==> src/rtl/pixel_dispatcher.sv <==
// pixel_dispatcher: walks a frame in raster order and hands (x, y) jobs to
// 1..4 compute cores in strict round-robin, so the collector can read results
// back in the same order.
//
// state    | meaning
// ---------+-----------------------------------------------------------
// IDLE     | waiting for start; all job outputs low
// DISPATCH | one job offered to core ptr+1, held until that core accepts
// DONE     | frame finished; next cycle pulses frame_done and drops busy
module pixel_dispatcher #(
  parameter int X_W       = 11,
  parameter int Y_W       = 10,
  parameter int MAX_CORES = 4
) (
  input  logic           aclk,
  input  logic           aresetn,
  input  logic           start,
  input  logic [X_W-1:0] frame_width,
  input  logic [Y_W-1:0] frame_height,
  input  logic [2:0]     no_of_extra_cores,
  input  logic           core_ready_1,
  input  logic           core_ready_2,
  input  logic           core_ready_3,
  input  logic           core_ready_4,
  output logic           job_valid_1,
  output logic           job_valid_2,
  output logic           job_valid_3,
  output logic           job_valid_4,
  output logic [X_W-1:0] job_x,
  output logic [Y_W-1:0] job_y,
  output logic           job_sof,
  output logic           job_eol,
  output logic           busy,
  output logic           frame_done
);

  localparam logic [1:0] S_IDLE     = 2'd0;
  localparam logic [1:0] S_DISPATCH = 2'd1;
  localparam logic [1:0] S_DONE     = 2'd2;

  logic [1:0]           state_q, state_d;
  logic [X_W-1:0]       width_q, width_d;
  logic [Y_W-1:0]       height_q, height_d;
  logic [1:0]           last_core_q, last_core_d;
  logic [1:0]           ptr_q, ptr_d;
  logic [X_W-1:0]       job_x_q, job_x_d;
  logic [Y_W-1:0]       job_y_q, job_y_d;
  logic                 sof_q, sof_d;
  logic                 eol_q, eol_d;
  logic [MAX_CORES-1:0] valid_q, valid_d;
  logic                 busy_q, busy_d;
  logic                 done_q, done_d;

  logic [MAX_CORES-1:0] ready_vec;
  logic                 xfer;
  logic                 last_x;
  logic                 last_y;
  logic [X_W-1:0]       next_x;
  logic [Y_W-1:0]       next_y;
  logic [1:0]           next_ptr;
  logic [1:0]           clamp_core;

  // Transfer detection and next-pixel arithmetic for the job currently offered.
  always_comb begin
    ready_vec  = {core_ready_4, core_ready_3, core_ready_2, core_ready_1};
    xfer       = |(valid_q & ready_vec);
    last_x     = (job_x_q == (width_q - X_W'(1)));
    last_y     = (job_y_q == (height_q - Y_W'(1)));
    next_x     = last_x ? '0 : job_x_q + X_W'(1);
    next_y     = last_x ? job_y_q + Y_W'(1) : job_y_q;
    next_ptr   = (ptr_q == last_core_q) ? 2'd0 : ptr_q + 2'd1;
    // More than four cores requested collapses onto the four that exist.
    clamp_core = (no_of_extra_cores > 3'd3) ? 2'd3 : no_of_extra_cores[1:0];
  end

  // Frame sequencing; all job outputs are computed here and registered.
  always_comb begin
    state_d     = state_q;
    width_d     = width_q;
    height_d    = height_q;
    last_core_d = last_core_q;
    ptr_d       = ptr_q;
    job_x_d     = job_x_q;
    job_y_d     = job_y_q;
    sof_d       = sof_q;
    eol_d       = eol_q;
    valid_d     = valid_q;
    busy_d      = busy_q;
    done_d      = 1'b0;
    case (state_q)
      S_IDLE: begin
        if (start) begin
          width_d     = frame_width;
          height_d    = frame_height;
          last_core_d = clamp_core;
          ptr_d       = 2'd0;
          busy_d      = 1'b1;
          if ((frame_width != '0) && (frame_height != '0)) begin
            state_d = S_DISPATCH;
            job_x_d = '0;
            job_y_d = '0;
            sof_d   = 1'b1;
            eol_d   = (frame_width == X_W'(1));
            valid_d = MAX_CORES'(1);
          end else begin
            // Empty frame: no jobs, but still report completion.
            state_d = S_DONE;
          end
        end
      end
      S_DISPATCH: begin
        if (xfer) begin
          if (last_x && last_y) begin
            state_d = S_DONE;
            valid_d = '0;
            job_x_d = '0;
            job_y_d = '0;
            sof_d   = 1'b0;
            eol_d   = 1'b0;
          end else begin
            job_x_d = next_x;
            job_y_d = next_y;
            sof_d   = 1'b0;
            eol_d   = (next_x == (width_q - X_W'(1)));
            ptr_d   = next_ptr;
            valid_d = MAX_CORES'(1) << next_ptr;
          end
        end
      end
      S_DONE: begin
        // Next frame must begin on core 1 to stay aligned with the collector.
        state_d = S_IDLE;
        ptr_d   = 2'd0;
        busy_d  = 1'b0;
        done_d  = 1'b1;
      end
      default: begin
        state_d = S_IDLE;
        valid_d = '0;
        busy_d  = 1'b0;
      end
    endcase
  end

  // State and output registers; reset abandons any frame in flight.
  always_ff @(posedge aclk or negedge aresetn) begin
    if (!aresetn) begin
      state_q     <= S_IDLE;
      width_q     <= '0;
      height_q    <= '0;
      last_core_q <= 2'd0;
      ptr_q       <= 2'd0;
      job_x_q     <= '0;
      job_y_q     <= '0;
      sof_q       <= 1'b0;
      eol_q       <= 1'b0;
      valid_q     <= '0;
      busy_q      <= 1'b0;
      done_q      <= 1'b0;
    end else begin
      state_q     <= state_d;
      width_q     <= width_d;
      height_q    <= height_d;
      last_core_q <= last_core_d;
      ptr_q       <= ptr_d;
      job_x_q     <= job_x_d;
      job_y_q     <= job_y_d;
      sof_q       <= sof_d;
      eol_q       <= eol_d;
      valid_q     <= valid_d;
      busy_q      <= busy_d;
      done_q      <= done_d;
    end
  end

  assign job_valid_1 = valid_q[0];
  assign job_valid_2 = valid_q[1];
  assign job_valid_3 = valid_q[2];
  assign job_valid_4 = valid_q[3];
  assign job_x       = job_x_q;
  assign job_y       = job_y_q;
  assign job_sof     = sof_q;
  assign job_eol     = eol_q;
  assign busy        = busy_q;
  assign frame_done  = done_q;

endmodule

==> config.mk <==
export PLATFORM = sky130hd
export DESIGN_NAME = pixel_dispatcher
export DESIGN_NICKNAME = d
export VERILOG_FILES = /design/src/rtl/pixel_dispatcher.sv
export SDC_FILE = /design/constraint.sdc
export NUM_CORES = 1
export LEC_CHECK = 0
export CORE_MARGIN = 3
export CORE_UTILIZATION = 54
export DETAILED_ROUTE_END_ITERATION = 8
export PLACE_DENSITY = 0.9
export SYNTH_ARGS = -nofsm -noshare
export SYNTH_HDL_FRONTEND = slang
export SYNTH_SLANG_ARGS = --single-unit
==> constraint.sdc <==
create_clock -name aclk -period 3.2 [get_ports aclk]
set_input_delay 0.32 -clock aclk [delete_from_list [all_inputs] [get_ports aclk]]
set_output_delay 0.32 -clock aclk [all_outputs]
set_load 0.005 [all_outputs]
After elaboration in Yosys (flattened, before gate mapping) --
Index checks and enable logic that the tools add are counted.
Storage, ports and cells: input port bits 31, output and inout port bits 29, word-level logic and storage cells 90, register bits after elaboration 56
Cells by class: shifts and indexed selects 1, add/sub/neg operators 5, mux-type cells 40, eq/ne operators 13, bitwise logic cells 3, magnitude comparators 1, reductions and logical operators 15
Operators by type and width (count):
- 2-to-1 mux 11 bit | 5
- 2-to-1 mux 10 bit | 5
- equality test 11 bit | 2
- case mux 11 bit (2 select lines) | 1
- case mux 10 bit (2 select lines) | 1
- 2-to-1 mux 2 bit | 9
- 2-to-1 mux 4 bit | 4
- case mux 4 bit (3 select lines) | 1
- AND reduction 4 bit | 3
- adder 11 x 1 -> 11 bit, second input constant | 1
- equality test 11 x 1 -> 1 bit, second input constant | 1
- nonzero test 11 bit | 1
- subtractor 11 x 1 -> 11 bit, second input constant | 1
- adder 10 x 1 -> 10 bit, second input constant | 1
- equality test 10 bit | 1
- != test 2 bit, second input constant | 5
- nonzero test 10 bit | 1
- subtractor 10 x 1 -> 10 bit, second input constant | 1
- 2-to-1 mux 1 bit | 9
- case mux 1 bit (2 select lines) | 3
- case mux 2 bit (3 select lines) | 1
- AND reduction 5 bit | 1
- AND 4 bit | 1
- case mux 2 bit (2 select lines) | 1
- other kinds (15) | 18

Longest topological paths before layout --
Gate-level depths: netlist of the first run.
word-level depth 7, mapped depth 10

Least setup slack after synthesis of the first run --
No wires, ideal clock.
path type register -> register, start point register width_q[3], end point register job_y_q[9], in the netlist job_y[9], stages on the path, launching flop included 11, library setup time 0.080 ns, arrival 2.834 ns, buffers on the path 3, path slack 0.287 ns, cell sequence dfrtp_1 buf_6 or4_1 buf_4 or3_4 xnor2_4 nor2_4 a41oi_1 or4b_1 buf_2 o22ai_2
On the way: longest elaborated chain between the ends 6, elaborated cells on any way between the ends 8
RTL lines:
- from (decl) | line 42 | logic [X_W-1:0] width_q, width_d;
- from (signal assigned) | line 162 | width_q <= width_d;
- subtractor 11 x 1 -> 11 bit * | line 67 | last_x = (job_x_q == (width_q - X_W'(1)));
- equality test 11 bit * | line 67
- logical AND 1 bit | line 113 | if (last_x && last_y) begin
- 2-to-1 mux 10 bit | line 113
- 2-to-1 mux 10 bit | line 112 | if (xfer) begin
- case mux 10 bit (2 select lines) | line 90 | case (state_q)
- to (signal assigned) | line 167 | job_y_q <= job_y_d;
- to (decl) | line 47 | logic [Y_W-1:0] job_y_q, job_y_d;
Mark *: on every way between the ends. The rest lies on a longest branch, timed or not. The select of a mux whose other input is x is not followed. A chain may end at the register's enable or synchronous reset.

Worst setup path in the final report of the first run --
start point register width_q[4], end point register job_y_q[9], in the netlist job_y[9]
The elaborated chain is that of the path after synthesis.

==> run summary, run 1 <==
## Final layout
* **commonest cells after routing, fill and taps aside** sky130_fd_sc_hd__clkdlybuf4s50_1, sky130_fd_sc_hd__dfrtp_1, sky130_fd_sc_hd__nand2_1, sky130_fd_sc_hd__xnor2_1, sky130_fd_sc_hd__nor2_1
* **Layout fillers** 524
* **final cell utilization of the core** 70.28%
* **leading cell type in the layout, fill and taps excluded** sky130_fd_sc_hd__clkdlybuf4s50_1
* **Final #Nets** 504
* **area growth from synthesis to layout** 22.07%
* **Finished Layout Cells** 562
* **number of antenna cells inserted** 0
* **fin area** 4616 um^2
* **share of post-route cells with drive strength above 1** 12.58%

## Worst setup path
* **maximum net fanout on the critical path** 8
* **CP arrival** 3270 ps
* **Worst Setup End Kind** register
* **crit path kind** reg2reg
* **kind of start point of the critical path** register
* **required arrival time at the worst endpoint** 3430 ps

## Detailed routing
* **DRC marker count from the first detailed-route iteration** 384
* **Detail Route Antenna Nets** 0
* **final routed wirelength across all metal layers** 9745 um
* **average wire length per cell after detail routing** 17.34 um
* **remaining routing DRC violations** 0
* **total via count after detailed routing** 3514
* **Vias/cell** 6.253
* **First-pass DRT Iterations** 6

## Timing
* **shortest period the worst path allows** 3033 ps
* **final setup violating endpoints** 0
* **final worst clock skew** 11.52 ps
* **crit share post-route** 94.78%
* **RSZ-0062 raised after global routing** false
* **Final Hold Vio Count** 0
* **setup TNS** 0 ps
* **total count of max-transition violations in the final report** 0
* **transition time of the tightest slew-check pin** 971.2 ps
* **Fmax achieved** 0.3297 GHz
* **Slew Limit Headroom** 35.25%

## Worst hold path
* **class of the tightest hold or removal check** in2async

## Synth
* **synthesized netlist net count** 440
* **fraction of synthesized area in multiplexers** 6.651%
* **number of flops mapped to enable cells by yosys** 0
* **Main synth FF type** sky130_fd_sc_hd__dfrtp_1
* **register area share after synthesis** 37.06%
* **compound-gate portion of the synthesized area** 17.27%
* **post-synthesis sequential element count** 56
* **yosys warns** 0
* **mean cell area of the mapped netlist** 9.336 um^2
* **gate count after technology mapping** 405
* **post-synthesis share of cell area spent on and, or, nand and nor gates** 21.94%
* **post-synth design cell area** 3781 um^2
* **adder-cell share of the synthesized area** 1.324%
* **post-synthesis share of cell area spent on xor and xnor gates** 11.48%
* **distinct cell type count after synthesis** 67
* **dominant combinational cell family by area after synthesis** simple AND/OR/NAND/NOR gates
* **share of async-settable or async-resettable flops after synthesis** 100.0%

## Clock network
* **Skew-Pair Late Insertion Delay** 310 ps
* **clock tree from TritonCTS** yes
* **number of sinks handled by clock tree synthesis** 56
* **Post-CTS Repair Setup Buffers** 0
* **clk root buf** sky130_fd_sc_hd__clkbuf_8
* **buffers from clock root to sink, at most** 2
* **clock buffers created by TritonCTS** 5
* **CTS clk-pin slew, worst paths** 100 ps
* **number of H-tree branching levels** 2

## Outcome
* **run status** complete, no violations

## Die
* **area of the die** 8043 um^2
* **Top-Level Pins** 60
* **num rows** 29
* **effective utilization at floorplan** 57.57%
* **width of the die** 89.68 um
* **Core Region** 6568 um^2
* **Die Y** 89.68 um

## Placed design
* **final estimated routing congestion in global placement** 0.9152
* **half-perimeter wire length after detailed placement** 7485 um
* **count of input and output buffers** 59
* **post-detailed-placement cell area** 4521 um^2
* **number of placed instances with taps included** 555

## Job
* **max-capacitance violation count** 0

## Power
* **leakage power summed over all cells** 0.001881 uW
* **worst voltage drop across the vdd grid** 0.3919 mV
* **Power Dens Cells** 729.0 nW/um^2

## GRT
* **first-pass GRT wire length** 15820 um
* **overflow left after global routing** 0
* **pin count of the biggest net entering global routing** 36
* **met3 demand-to-capacity share in global routing** 3.193%
* **GRT busiest layer** met2
* **number of antenna violations at the first check in global routing** 0
* **M2 GR Usage** 42.22%
* **number of global-route vias before repair** 3359
* **total global routing track utilization** 25.09%
* **global routing usage on met1** 34.11%

## cell usage after synthesis (all sizes together) (6+ instances only)
cell type / instances / area, um^2
a21oi: 6 / 30.03
a22o: 7 / 61.31
a311oi: 6 / 52.55
a31oi: 9 / 56.30
clkbuf: 13 / 48.80
dfrtp: 56 / 1401
inv: 21 / 78.82
mux2: 17 / 191.4
mux2i: 6 / 60.06
nand2: 30 / 112.6
nand3: 18 / 90.09
nand4: 12 / 81.33
nor2: 23 / 93.84
nor3: 9 / 61.31
nor4: 9 / 56.30
o21ai: 21 / 105.1
o22ai: 9 / 62.56
or3: 6 / 42.54
xnor2: 26 / 246.5
xor2: 18 / 165.2
## stage by stage
stage	setup slack [ps]	power (uW)	hold slack [ps]
finish	167.1	3365	77.00
global route	18.91	3609	120.6
CTS	54.91	3349	103.2
detailed placement	-9.917	2965	444.6
global placement	183.0	2884	432.4
floorplan	286.6	2386	24.41
## kinds of logic after synthesis
| logic type | Yosys count |
|---|---|
| xor+xnor | 45 |
| fa+ha+maj | 4 |
| simple gates | 147 |
| flops | 56 |
| buf+inv | 39 |
| compound gates | 91 |
| mux | 23 |
## worst max-delay path, cell delays in order (launching register included)
cell                      delay [ps]
sky130_fd_sc_hd__dfrtp_1         400
sky130_fd_sc_hd__or4_1           700
sky130_fd_sc_hd__or3_4           500
sky130_fd_sc_hd__xnor2_4         170
sky130_fd_sc_hd__nor2_4          200
sky130_fd_sc_hd__a41oi_1         190
sky130_fd_sc_hd__or4b_4          590
sky130_fd_sc_hd__o22ai_2         210
## power breakdown
part | internal, uW | leakage, uW | switching (uW)
Combinational | 885 | 0.00115 | 937
Clock | 150 | 0.0000410 | 225
Sequential | 905 | 0.000691 | 264
## path summary, 6_finish.rpt
path                             from  depth (start not counted)     endpoint  slack (ps)
setup / recovery           width_q[4]                          7     job_y[9]         170
hold / removal                aresetn                          1  height_q[0]          80
setup reg to reg           width_q[4]                          7     job_y[9]         170
hold reg to reg                  busy                          1         busy         490
max in group asynchronous     aresetn                          2  width_q[10]        2310
min in group aclk                busy                          1         busy         490
## state kept, by name, indices dropped and copies added (netlist names)
register	cells
job_sof	1
job_x	11
valid_q	4
busy	1
height_q	10
frame_done	1
job_eol	1
job_y	10
width_q	11
state_q	2
ptr_q	2
last_core_q	2
## cell type report
class	count	area, um^2	share of cell area, %
inverters	21	78.83	1.708
well taps	93	116.4	2.521
multi-input cells	310	2236	48.44
clock inverters	1	5.005	0.1084
clock buffers	6	72.57	1.572
repair buffers	75	705.7	15.29
flip-flops and latches	56	1401	30.36
## layer usage
metal,routed length (um),up-vias
li1,-,1631
met1,4163,1672
met2,4648,178
met3,713,33
met4,220,0
met5,0,-
## repair_timing
action                                  CTS  global route
resized for setup                         1             2
gates cloned                              0             0
hold buffers                              0             0
endpoints found under the setup margin    1             7
(Power assumes the default switching activity.)
==> inputs of run 2 (changes only) <==
--- a/config.mk
+++ b/config.mk
@@ -5,7 +5,6 @@
 export SDC_FILE = /design/constraint.sdc
 export NUM_CORES = 1
 export LEC_CHECK = 0
-export CORE_MARGIN = 3
 export CORE_UTILIZATION = 54
 export DETAILED_ROUTE_END_ITERATION = 8
 export PLACE_DENSITY = 0.9
==> run summary, run 2 (synthesis results as in run 1) <==
## Timing
* **Fmax achieved** 0.3297 GHz
* **final worst clock skew** 6.577 ps
* **total count of max-transition violations in the final report** 0
* **crit share post-route** 94.78%
* **Slew Limit Headroom** 53.65%
* **shortest period the worst path allows** 3033 ps
* **Worst Hold Slack** 50.22 ps
* **Final Hold Vio Count** 0
* **RSZ-0062 raised after global routing** false
* **final setup violating endpoints** 0
* **setup TNS** 0 ps
* **transition time of the tightest slew-check pin** 695.3 ps

## Die
* **Die Y** 85.68 um
* **area of the die** 7341 um^2
* **Core Region** 6794 um^2
* **effective utilization at floorplan** 55.65%
* **width of the die** 85.68 um
* **Top-Level Pins** 60
* **num rows** 30

## Final layout
* **Final #Nets** 502
* **leading cell type in the layout, fill and taps excluded** sky130_fd_sc_hd__clkdlybuf4s50_1
* **final cell utilization of the core** 67.99%
* **number of antenna cells inserted** 0
* **share of post-route cells with drive strength above 1** 13.06%
* **area growth from synthesis to layout** 22.17%
* **commonest cells after routing, fill and taps aside** sky130_fd_sc_hd__clkdlybuf4s50_1, sky130_fd_sc_hd__dfrtp_1, sky130_fd_sc_hd__nand2_1, sky130_fd_sc_hd__xnor2_1, sky130_fd_sc_hd__nor2_1

## Worst setup path
* **setup slack on the worst flop-to-flop path** 170 ps
* **reg-to-reg startpoint** width_q[5]
* **r2r endpoint** job_y[3]
* **required arrival time at the worst endpoint** 3400 ps
* **kind of start point of the critical path** register
* **beginning of the critical path** width_q[5]
* **Reg2Reg Depth** 8
* **maximum net fanout on the critical path** 11
* **Worst Setup End Kind** register
* **CP arrival** 3230 ps
* **crit path kind** reg2reg

## Clock network
* **clk root buf** sky130_fd_sc_hd__clkbuf_8
* **CTS clk-pin slew, worst paths** 90 ps
* **clock tree from TritonCTS** yes
* **number of gates given a new drive strength after cts** 0
* **number of H-tree branching levels** 2
* **number of sinks handled by clock tree synthesis** 56
* **Skew-Pair Late Insertion Delay** 310 ps
* **hold buffer count at cts** 0
* **buffers from clock root to sink, at most** 2
* **Post-CTS Repair Setup Buffers** 0
* **clock buffers created by TritonCTS** 5

## Detailed routing
* **Detail Route Antenna Nets** 0
* **average wire length per cell after detail routing** 16.84 um
* **DRC marker count from the first detailed-route iteration** 419
* **Vias/cell** 6.119
* **final routed wirelength across all metal layers** 9483 um
* **total via count after detailed routing** 3445
* **First-pass DRT Iterations** 5
* **remaining routing DRC violations** 0

## Placed design
* **count of input and output buffers** 59
* **final estimated routing congestion in global placement** 0.9296
* **half-perimeter wire length after detailed placement** 7363 um

## Worst hold path
* **class of the tightest hold or removal check** in2async

## Power
* **worst voltage drop across the vdd grid** 0.3640 mV
* **leakage power summed over all cells** 0.001872 uW
* **Pwr Total** 3362 uW
* **Power Dens Cells** 727.8 nW/um^2

## GRT
* **total global routing track utilization** 27.18%
* **number of antenna violations at the first check in global routing** 0
* **overflow left after global routing** 0
* **number of global-route vias before repair** 3343
* **pin count of the biggest net entering global routing** 32
* **first-pass GRT wire length** 15750 um

## Job
* **max-capacitance violation count** 0

## Outcome
* **run status** complete, no violations

[run 2: cell count changes in the layout (fill, tap and decap cells not counted), sizes merged]
| cell | previous run | this run |
|---|---|---|
| buf | 17 | 15 |
| clkbuf | 6 | 5 |
| clkinvlp | 0 | 1 |
[run 2: worst max-delay path by stage]
| stage | cells past startpoint | to |
|---|---|---|
| 2_1_floorplan | 10 | job_y[9] |
| 3_3_place_gp | 7 | job_y[9] |
| 6_report | 8 | job_y[3] |
| 5_1_grt | 9 | job_eol |
| 4_1_cts | 7 | job_y[9] |
| 3_5_place_dp | 7 | job_y[9] |
[run 2: area by class of cell]
cell class	count	area, um^2
clock buffers	5	68.82
clock inverters	2	12.51
fillers	557	2175
inverters	21	78.83
multi-input cells	310	2246
flip-flops and latches	56	1403
well taps	96	120.1
repair buffers	73	690.7
[run 2: metrics by stage]
step | instance area, um^2 | std cells | worst slack, ps
after CTS | 4591 | 563 | 12.30
final | 4619 | 563 | 167.0
after global placement | 4509 | 556 | 160.3
after detailed placement | 4509 | 556 | 37.90
after floorplan | 3781 | 405 | 286.6
after global routing | 4619 | 563 | 25.22
[run 2: power breakdown]
part / leakage (uW) / internal, uW / switching, uW
Combinational: 0.00114 / 882 / 924
Sequential: 0.000691 / 906 / 276
Clock: 0.0000400 / 149 / 226
Total: 0.00187 / 1940 / 1430
[run 2: metal layers]
layer,global-route usage [%],up-vias,share of wire (%)
met4,7.424,0,1.2
met1,36.14,1658,44
met2,46.18,141,49
li1,-,1629,-
met3,4.524,17,5.9
met5,0,-,0
[run 2: worst max-delay path, stage by stage, from the launching register on]
cell,delay [ps]
sky130_fd_sc_hd__dfrtp_1,450
sky130_fd_sc_hd__or4_1,670
sky130_fd_sc_hd__or3_4,490
sky130_fd_sc_hd__xnor2_4,170
sky130_fd_sc_hd__nor2_4,200
sky130_fd_sc_hd__a41oi_1,170
sky130_fd_sc_hd__buf_4,220
sky130_fd_sc_hd__or2_2,300
sky130_fd_sc_hd__a22o_1,250
==> inputs of run 3 (changes only) <==
--- a/config.mk
+++ b/config.mk
@@ -5,9 +5,9 @@
 export SDC_FILE = /design/constraint.sdc
 export NUM_CORES = 1
 export LEC_CHECK = 0
-export CORE_UTILIZATION = 54
+export CORE_UTILIZATION = 59
 export DETAILED_ROUTE_END_ITERATION = 8
-export PLACE_DENSITY = 0.9
+export PLACE_DENSITY = 0.95
 export SYNTH_ARGS = -nofsm -noshare
 export SYNTH_HDL_FRONTEND = slang
 export SYNTH_SLANG_ARGS = --single-unit
==> constraint.sdc (replaced) <==
create_clock -name aclk -period 3.9 [get_ports aclk]
set_input_delay 0.39 -clock aclk [delete_from_list [all_inputs] [get_ports aclk]]
set_output_delay 0.39 -clock aclk [all_outputs]
set_load 0.005 [all_outputs]
==> run summary, run 3 (synthesis results as in run 1) <==
## Worst hold path
* **class of the tightest hold or removal check** in2async

## Die
* **Die Y** 82.06 um
* **Top-Level Pins** 60
* **num rows** 28
* **width of the die** 82.06 um
* **area of the die** 6733 um^2
* **Core Region** 6061 um^2
* **effective utilization at floorplan** 62.39%

## Worst setup path
* **CP arrival** 3740 ps
* **crit path kind** reg2reg
* **required arrival time at the worst endpoint** 4120 ps
* **cell count along the critical path** 8
* **number of buffer and inverter stages on the critical path** 1
* **Worst Setup End Kind** register
* **series of cell instances along the critical path** or4_1 -> nor3_4 -> xor2_2 -> xnor2_1 -> a41oi_1 -> buf_4 -> or4b_1 -> o22ai_1
* **maximum net fanout on the critical path** 12
* **stage delay of the slowest cell on the critical path** 750 ps
* **cell type group with the largest total delay on the critical path** simple AND/OR/NAND/NOR gates
* **Reg2Reg Depth** 8
* **slowest cell on the critical path** sky130_fd_sc_hd__or4_1
* **kind of start point of the critical path** register

## Detailed routing
* **wire length on met2** 4609 um
* **Detail Route Antenna Nets** 0
* **final routed wirelength across all metal layers** 9730 um
* **DRC marker count from the first detailed-route iteration** 430
* **remaining routing DRC violations** 0
* **First-pass DRT Iterations** 5
* **total via count after detailed routing** 3475
* **length of routed met3 wiring** 749 um
* **average wire length per cell after detail routing** 18.22 um
* **Vias/cell** 6.507
* **top routing layer in use** met4
* **detailed-routing wirelength on met1** 4212 um

## Placed design
* **post-detailed-placement cell area** 4415 um^2
* **half-perimeter wire length after detailed placement** 7352 um
* **final estimated routing congestion in global placement** 0.9082
* **worst setup slack after placement** 525.5 ps
* **count of input and output buffers** 59

## Final layout
* **area growth from synthesis to layout** 19.03%
* **leading cell type in the layout, fill and taps excluded** sky130_fd_sc_hd__clkdlybuf4s50_1
* **number of antenna cells inserted** 0
* **commonest cells after routing, fill and taps aside** sky130_fd_sc_hd__clkdlybuf4s50_1, sky130_fd_sc_hd__dfrtp_1, sky130_fd_sc_hd__nand2_1, sky130_fd_sc_hd__xnor2_1, sky130_fd_sc_hd__nor2_1
* **share of post-route cells with drive strength above 1** 9.804%
* **storage element area** 1401 um^2
* **fin area** 4501 um^2
* **Final #Nets** 493
* **footprint of the multi-input gates** 2218 um^2
* **Layout fillers** 468

## GRT
* **pin count of the biggest net entering global routing** 39
* **number of antenna violations at the first check in global routing** 0
* **total global routing track utilization** 30.29%
* **number of global-route vias before repair** 3202
* **overflow left after global routing** 0
* **first-pass GRT wire length** 15210 um

## Clock network
* **number of sinks handled by clock tree synthesis** 56
* **clock tree from TritonCTS** yes
* **number of gates given a new drive strength after cts** 0
* **clk root buf** sky130_fd_sc_hd__clkbuf_8
* **hold buffer count at cts** 0
* **buffers from clock root to sink, at most** 2
* **Skew-Pair Late Insertion Delay** 310 ps
* **CTS clk-pin slew, worst paths** 100 ps
* **Post-CTS Repair Setup Buffers** 0
* **number of H-tree branching levels** 2
* **clock buffers created by TritonCTS** 5

## Timing
* **total count of max-transition violations in the final report** 0
* **Slew Limit Headroom** 31.91%
* **Fmax achieved** 0.2838 GHz
* **Final Hold Vio Count** 0
* **RSZ-0062 raised after global routing** false
* **crit path setup slack, layout** 376.2 ps
* **crit share post-route** 90.35%
* **transition time of the tightest slew-check pin** 1021 ps
* **setup TNS** 0 ps
* **shortest period the worst path allows** 3524 ps
* **final setup violating endpoints** 0
* **final worst clock skew** 7.174 ps

## Power
* **leakage power summed over all cells** 0.001823 uW
* **Power Dens Cells** 607.6 nW/um^2
* **worst voltage drop across the vdd grid** 0.3992 mV

## Job
* **max-capacitance violation count** 0

## Outcome
* **run status** complete, no violations

## run 3: cell types whose count changed in the layout (fill, tap and decap cells not counted), moves of 2 or more
cell	change
sky130_fd_sc_hd__buf_4	-9
sky130_fd_sc_hd__xnor2_1	+2
sky130_fd_sc_hd__xnor2_2	-2
sky130_fd_sc_hd__clkbuf_1	+2
## run 3: layout make-up
type,count,area share [%]
clock buffer,7,1.696
clock inverter,1,0.1946
inverter,21,1.751
multi-input combinational,310,49.29
sequential,56,31.14
tap,75,2.085
timing repair buffer,64,13.84
## run 3: through the flow
step	hold slack [ps]	total power [uW]	cells	utilization, %
finish	1.801	2735	534	74.26
global placement	344.8	2318	526	72.85
global route	25.27	2906	534	74.26
CTS	13.95	2712	534	74.26
detailed placement	356.8	2383	526	72.85
floorplan	94.41	1958	405	-
## run 3: worst reg2reg max path, cell delays in order (launching register included)
cell,delay [ps]
sky130_fd_sc_hd__dfrtp_1,480
sky130_fd_sc_hd__or4_1,750
sky130_fd_sc_hd__nor3_4,260
sky130_fd_sc_hd__xor2_2,120
sky130_fd_sc_hd__xnor2_1,530
sky130_fd_sc_hd__a41oi_1,220
sky130_fd_sc_hd__buf_4,220
sky130_fd_sc_hd__or4b_1,630
sky130_fd_sc_hd__o22ai_1,230
## run 3: path summary, 6_finish.rpt
| check | end | slack, ps | start |
|---|---|---|---|
| max | job_y[7] | 380 | width_q[3] |
| min | width_q[9] | 2 | aresetn |
| max reg2reg | job_y[7] | 380 | width_q[3] |
| min reg2reg | busy | 510 | busy |
| max in group asynchronous | job_x[1] | 3070 | aresetn |
| min in group aclk | busy | 510 | busy |
## run 3: per-layer routing
layer  global-route usage [%]  up-vias
li1                         -     1614
met1                    41.09     1671
met2                    49.59      173
met3                    5.444       17
met4                    8.246        0
met5                        0        -
## run 3: power by group
part           switching (uW)  total, uW  internal, uW  leakage [uW]
sequential                235        977           742      0.000691
clock                     190        319           129     0.0000424
combinational             754       1440           685       0.00109
total                    1180       2730          1560       0.00182
==> RTL edit 1 (flow settings as in run 2) <==
Make the reset (`aresetn`) synchronous in one clocked block.
--- a/src/rtl/pixel_dispatcher.sv
+++ b/src/rtl/pixel_dispatcher.sv
@@ -143,7 +143,7 @@
   end
 
   // State and output registers; reset abandons any frame in flight.
-  always_ff @(posedge aclk or negedge aresetn) begin
+  always_ff @(posedge aclk) begin
     if (!aresetn) begin
       state_q     <= S_IDLE;
       width_q     <= '0;
Formal check against the unedited RTL: differs if aresetn is asserted again (counterexample within 4 cycles, from zero or initial values and one cycle with aresetn low); with aresetn held inactive, the same outputs for 4 cycles.
==> RTL edit 1 against run 2 <==
Synthesized cell count increased by 22%. Design area increased by 0.60%. Sequential cell count unchanged. Area after synthesis increased by 0.93%. Die area increased by 0.90%. Setup slack got worse by 0.039 ns. Routed wire length increased by 8.1%. Utilization increased by 0.41 points.
Power is not compared: it rests on default switching activity, and its combinational part moved more than twofold at a synthesized area within 25%.
==> RTL edit 1: results (changes against run 2) <==
outcome complete, no violations; Hold WS 0.508 ns (+0.458 ns); asr flop ratio synth 0% (-100 points); DP Area 4520 um2 (+0.31%); Overall Global Routing Usage 28.5% (+1.3 points); WL per Instance 15.8 um (-6.2%); dominant synthesized flop cell dfxtp_1; Data arrival, critical path 3.35 ns (+0.12 ns); final worst-path setup slack 0.128 ns (-0.0392 ns); Synth Warn # 0 (unchanged); CTS Buf Count 5 (unchanged); GR Overflow Total 0 (unchanged); Clock Path Buffers 2 (unchanged); pre-CTS WS 0.102 ns (+0.0640 ns); CTS clk-pin slew, worst paths 0.11 ns (+0.02 ns); most common library cells after synthesis 76 x nand2_1, 56 x dfxtp_1, 33 x nor2_1; HP Class flop to flop; Slew Limit Headroom 36.4% (-17 points); clk_lat worst skew 0.33 ns (+0.02 ns); Syn Nets 530 (+20%); Iter 0 DRT Violations 358 (-15%); slowest CP cell or4_4; GPL Wtd Cong 0.880 (-5.3%); CP max FO 8 (-3); n_diodes 0 (unchanged); sequential element share of the synthesized area 29.4% (-7.7 points); synth unique cells 57 (-15%); Leak 1.60 nW; vias in the first global route 3564 (+6.6%); Peak supply drop between 0.0002 and 0.00025 V; # fillers 567 (+1.8%); NumNets Final 587 (+17%); largest net degree at the start of global routing 48 (+50%); clock root buffer clkbuf_8; share of cells above drive strength 1 8.14% (-4.9 points); dpl hpwl 7480 um (+1.6%); first-pass GRT wire length 16800 um (+6.7%); total number of vias 3922 (+14%); clk_skew 0.0132 ns (+0.00661 ns); Largest stage delay, worst path 0.55 ns (-0.12 ns); largest cells by area after synthesis dfxtp_1 29%, nand2_1 7.5%, xnor2_1 6.7%
RTL edit 1: cell count changes in the layout (fill, tap and decap cells not counted), moves of 8 or more:
| cell | before | now |
|---|---|---|
| dfrtp_1 | 55 | 0 |
| nand2b_1 | 3 | 12 |
| nor2_1 | 22 | 32 |
| a21boi_0 | 0 | 28 |
| inv_1 | 20 | 12 |
| mux2_2 | 17 | 0 |
| nand2_1 | 30 | 76 |
| dfxtp_1 | 0 | 55 |
| nor2b_1 | 3 | 17 |
| a21oi_1 | 6 | 14 |
RTL edit 1: final timing paths:
path,depth (start not counted),from,end
worst max register to register,10,width_q[1]$_SDFFE_PN0P_,job_y[5]$_SDFFE_PN0P_
worst min register to register,2,busy$_SDFFE_PN0P_,busy$_SDFFE_PN0P_
worst max-delay path,10,width_q[1]$_SDFFE_PN0P_,job_y[5]$_SDFFE_PN0P_
worst min-delay path,2,busy$_SDFFE_PN0P_,busy$_SDFFE_PN0P_
RTL edit 1: cell type report:
cell class	count	area (um2)	share of cell area, %
repair buffers	75	711	15.3
well taps	96	120	2.58
clock buffers	5	68.8	1.48
flip-flops and latches	56	1120	24.2
multi-input cells	402	2560	55.1
inverters	12	45.0	0.969
clock inverters	3	21.3	0.458
RTL edit 1: timing repair:
action / CTS / global route
resized for setup: 0 / 3
endpoints found under the setup margin: 0 / 10
buffers inserted: 0 / 2
RTL edit 1: layer usage:
metal  vias to the layer above  share of wire [%]  track usage (%)  wire (um)
li1                       1870                  -                -          -
met1                      1856                 45             38.8       4580
met2                       158                 46             46.2       4730
met3                        38                6.7             4.23        689
met4                         0                2.5             9.24        255
met5                         -                  0                0          0
RTL edit 1: power by group through the flow:
| stage | Combinational, mW | Sequential (mW) | Clock [mW] |
|---|---|---|---|
| 6_report | 0.429 | 0.761 | 0.412 |
| 5_1_grt | 0.472 | 0.766 | 0.439 |
| 4_1_cts | 0.423 | 0.759 | 0.415 |
| 3_5_place_dp | 0.420 | 0.775 | 0 |
| 3_3_place_gp | 0.407 | 0.773 | 0 |
| 2_1_floorplan | 0.297 | 0.760 | 0 |
RTL edit 1: cell families after synthesis:
kind of cell	synth area share (%)
and+or+nand+nor	32.1
AOI/OAI and AO/OA	21.3
DFF	29.4
xor gates and xnor gates	10.8
buffers and inverters	4.03
muxes	1.05
adders and majority gates	1.31
RTL edit 1: stage by stage:
step | utilization, % | cells
2_1_floorplan | - | 495
3_3_place_gp | 66.6 | 638
3_5_place_dp | 66.6 | 638
4_1_cts | 67.9 | 646
5_1_grt | 68.4 | 649
6_report | 68.4 | 649
RTL edit 1: critical path, delay by kind of cell (launching register included):
family	cells	cell delay (ns)
compound gates	4	1.13
fa+ha+maj	1	0.14
buf+inv	1	0.05
flops	1	0.36
simple gates	4	1.35
==> RTL edit 2 (settings of run 2) <==
Made on the original files. Set the parameter `Y_W` to 5 (it was 10).
--- a/src/rtl/pixel_dispatcher.sv
+++ b/src/rtl/pixel_dispatcher.sv
@@ -9,7 +9,7 @@
 // DONE     | frame finished; next cycle pulses frame_done and drops busy
 module pixel_dispatcher #(
   parameter int X_W       = 11,
-  parameter int Y_W       = 10,
+  parameter int Y_W       = 5,
   parameter int MAX_CORES = 4
 ) (
   input  logic           aclk,
Ports: changed (resized frame_height and job_y); port bits go from 60 to 50. The function was not compared with the original's and may differ.
==> RTL edit 2 against run 2 <==
Setup slack better by 0.13 ns. Global-route usage is 0.40 points higher. Total power is 8.0% higher. Sequential cell count is 10 lower. Critical path type unchanged. Die area is 16% lower. First-iteration DRC count is 56% lower. Largest power group unchanged. Routed wire length is 18% lower. Design area is 19% lower. Hold slack better by 0.13 ns. Highest routed layer unchanged. Maximum frequency is 4.4% higher. Area after synthesis is 17% lower.
==> RTL edit 2: results (changes against run 2) <==
outcome complete, no violations; worst r2r path cells 9 (+1); Iter 0 DRT Violations 184 (-56%); asr flop ratio synth 100% (unchanged); n_diodes 0 (unchanged); Overall Global Routing Usage 27.6% (+0.40 points); Slew Limit Headroom 32.1% (-22 points); Critical R2R Capture job_eol$_DFFE_PN0P_; clock root buffer clkbuf_8; reg-to-reg slack, setup 0.30 ns (+0.13 ns); internal power 2.01 mW (+4.0%); CLK BUF 7 (+2); CP max FO 20 (+9); Data arrival, critical path 3.12 ns (-0.11 ns); Syn Nets 372 (-15%); Synth Warn # 0 (unchanged); clk_skew 0.00457 ns (-0.00201 ns); initial antenna violation count 0 (unchanged); multi-input gates 254 (-18%); CTS Buf Count 5 (unchanged); vias in the first global route 2745 (-18%); sequential element share of the synthesized area 36.5% (-0.58 points); # fillers 441 (-21%); Hold WS 0.177 ns (+0.127 ns); Largest stage delay, worst path 0.51 ns (-0.16 ns); multi-input combinational area share 48.3% (-0.33 points); clock-cell share of area 2.80% (+1.0 points); HP Class primary input to asynchronous set/reset pin; number of port buffers 49 (-17%); Clock power frac 10.8% (-0.3 points); crit-path leading delay family simple AND/OR/NAND/NOR gates; number of H-tree levels 2 (unchanged); synth unique cells 65 (-3.0%); GPL Wtd Cong 0.977 (+5.1%); clk sinks 46 (-18%); CP Class flop to flop; most common library cells after synthesis 46 x dfrtp_1, 30 x nand2_1, 23 x nand3_1; slowest CP cell or4b_4; dpl hpwl 5730 um (-22%); total number of vias 2842 (-18%); largest cells by area after synthesis dfrtp_1 36%, xnor2_1 5.6%, nand3_1 3.6%; NonClk Buf Share 14.1% (-0.84 points); Net Sw Frac 44.5% (+2.1 points); Leak 1.54 nW (-18%); Peak supply drop 0.000543 V (+49%); first-pass GRT wire length 13200 um (-16%); NumNets Final 410 (-18%); CP startpoint width_q[0]$_DFFE_PN0P_; Non-CTS inverters 18 (-14%); fraction of area in registers 30.6% (+0.25 points); share of cells above drive strength 1 11.0% (-2.0 points); largest net degree at the start of global routing 47 (+47%); count of plain and timing-repair buffers 55 (-25%); WL per Instance 17.3 um (+2.4%)
## RTL edit 2: cell types whose count changed in the layout (fill, tap and decap cells not counted), sizes merged, moves of 5 or more
| cell | before | now |
|---|---|---|
| nor2 | 23 | 17 |
| nand3 | 18 | 25 |
| dfrtp | 56 | 46 |
| a31oi | 9 | 16 |
| xnor2 | 26 | 21 |
| a22o | 7 | 0 |
| clkdlybuf4s50 | 58 | 48 |
| buf | 15 | 7 |
| xor2 | 18 | 10 |
| or3 | 6 | 0 |
| mux2i | 6 | 0 |
| mux2 | 17 | 10 |
| a311oi | 6 | 1 |
| o22ai | 9 | 3 |
## RTL edit 2: through the flow
step | std cells | instance area (um2) | setup slack, ns | util, %
detailed placement | 445 | 3650 | 0.351 | 65.6
CTS | 453 | 3760 | 0.318 | 67.5
finish | 453 | 3760 | 0.295 | 67.5
global placement | 445 | 3650 | 0.519 | 65.6
floorplan | 342 | 3160 | 0.743 | -
global route | 453 | 3760 | 0.128 | 67.5
## RTL edit 2: layer usage
layer | vias up | track usage, % | routed length, um
met3 | 17 | 4.65 | 468
met5 | - | 0 | 0
met2 | 128 | 46.2 | 3800
met1 | 1364 | 35.7 | 3410
met4 | 0 | 10.2 | 139
li1 | 1333 | - | -
## RTL edit 2: cell families (layout without fill, tap and decap cells)
group / Yosys count / count (layout) / synth area share [%]
xor gates and xnor gates: 36 / 36 / 12.4
DFF: 46 / 46 / 36.5
and+or+nand+nor: 119 / 119 / 20.7
AOI/OAI and AO/OA: 85 / 85 / 19.1
buffers and inverters: 42 / 81 / 6.15
adders and majority gates: 4 / 4 / 1.59
muxes: 10 / 10 / 3.57
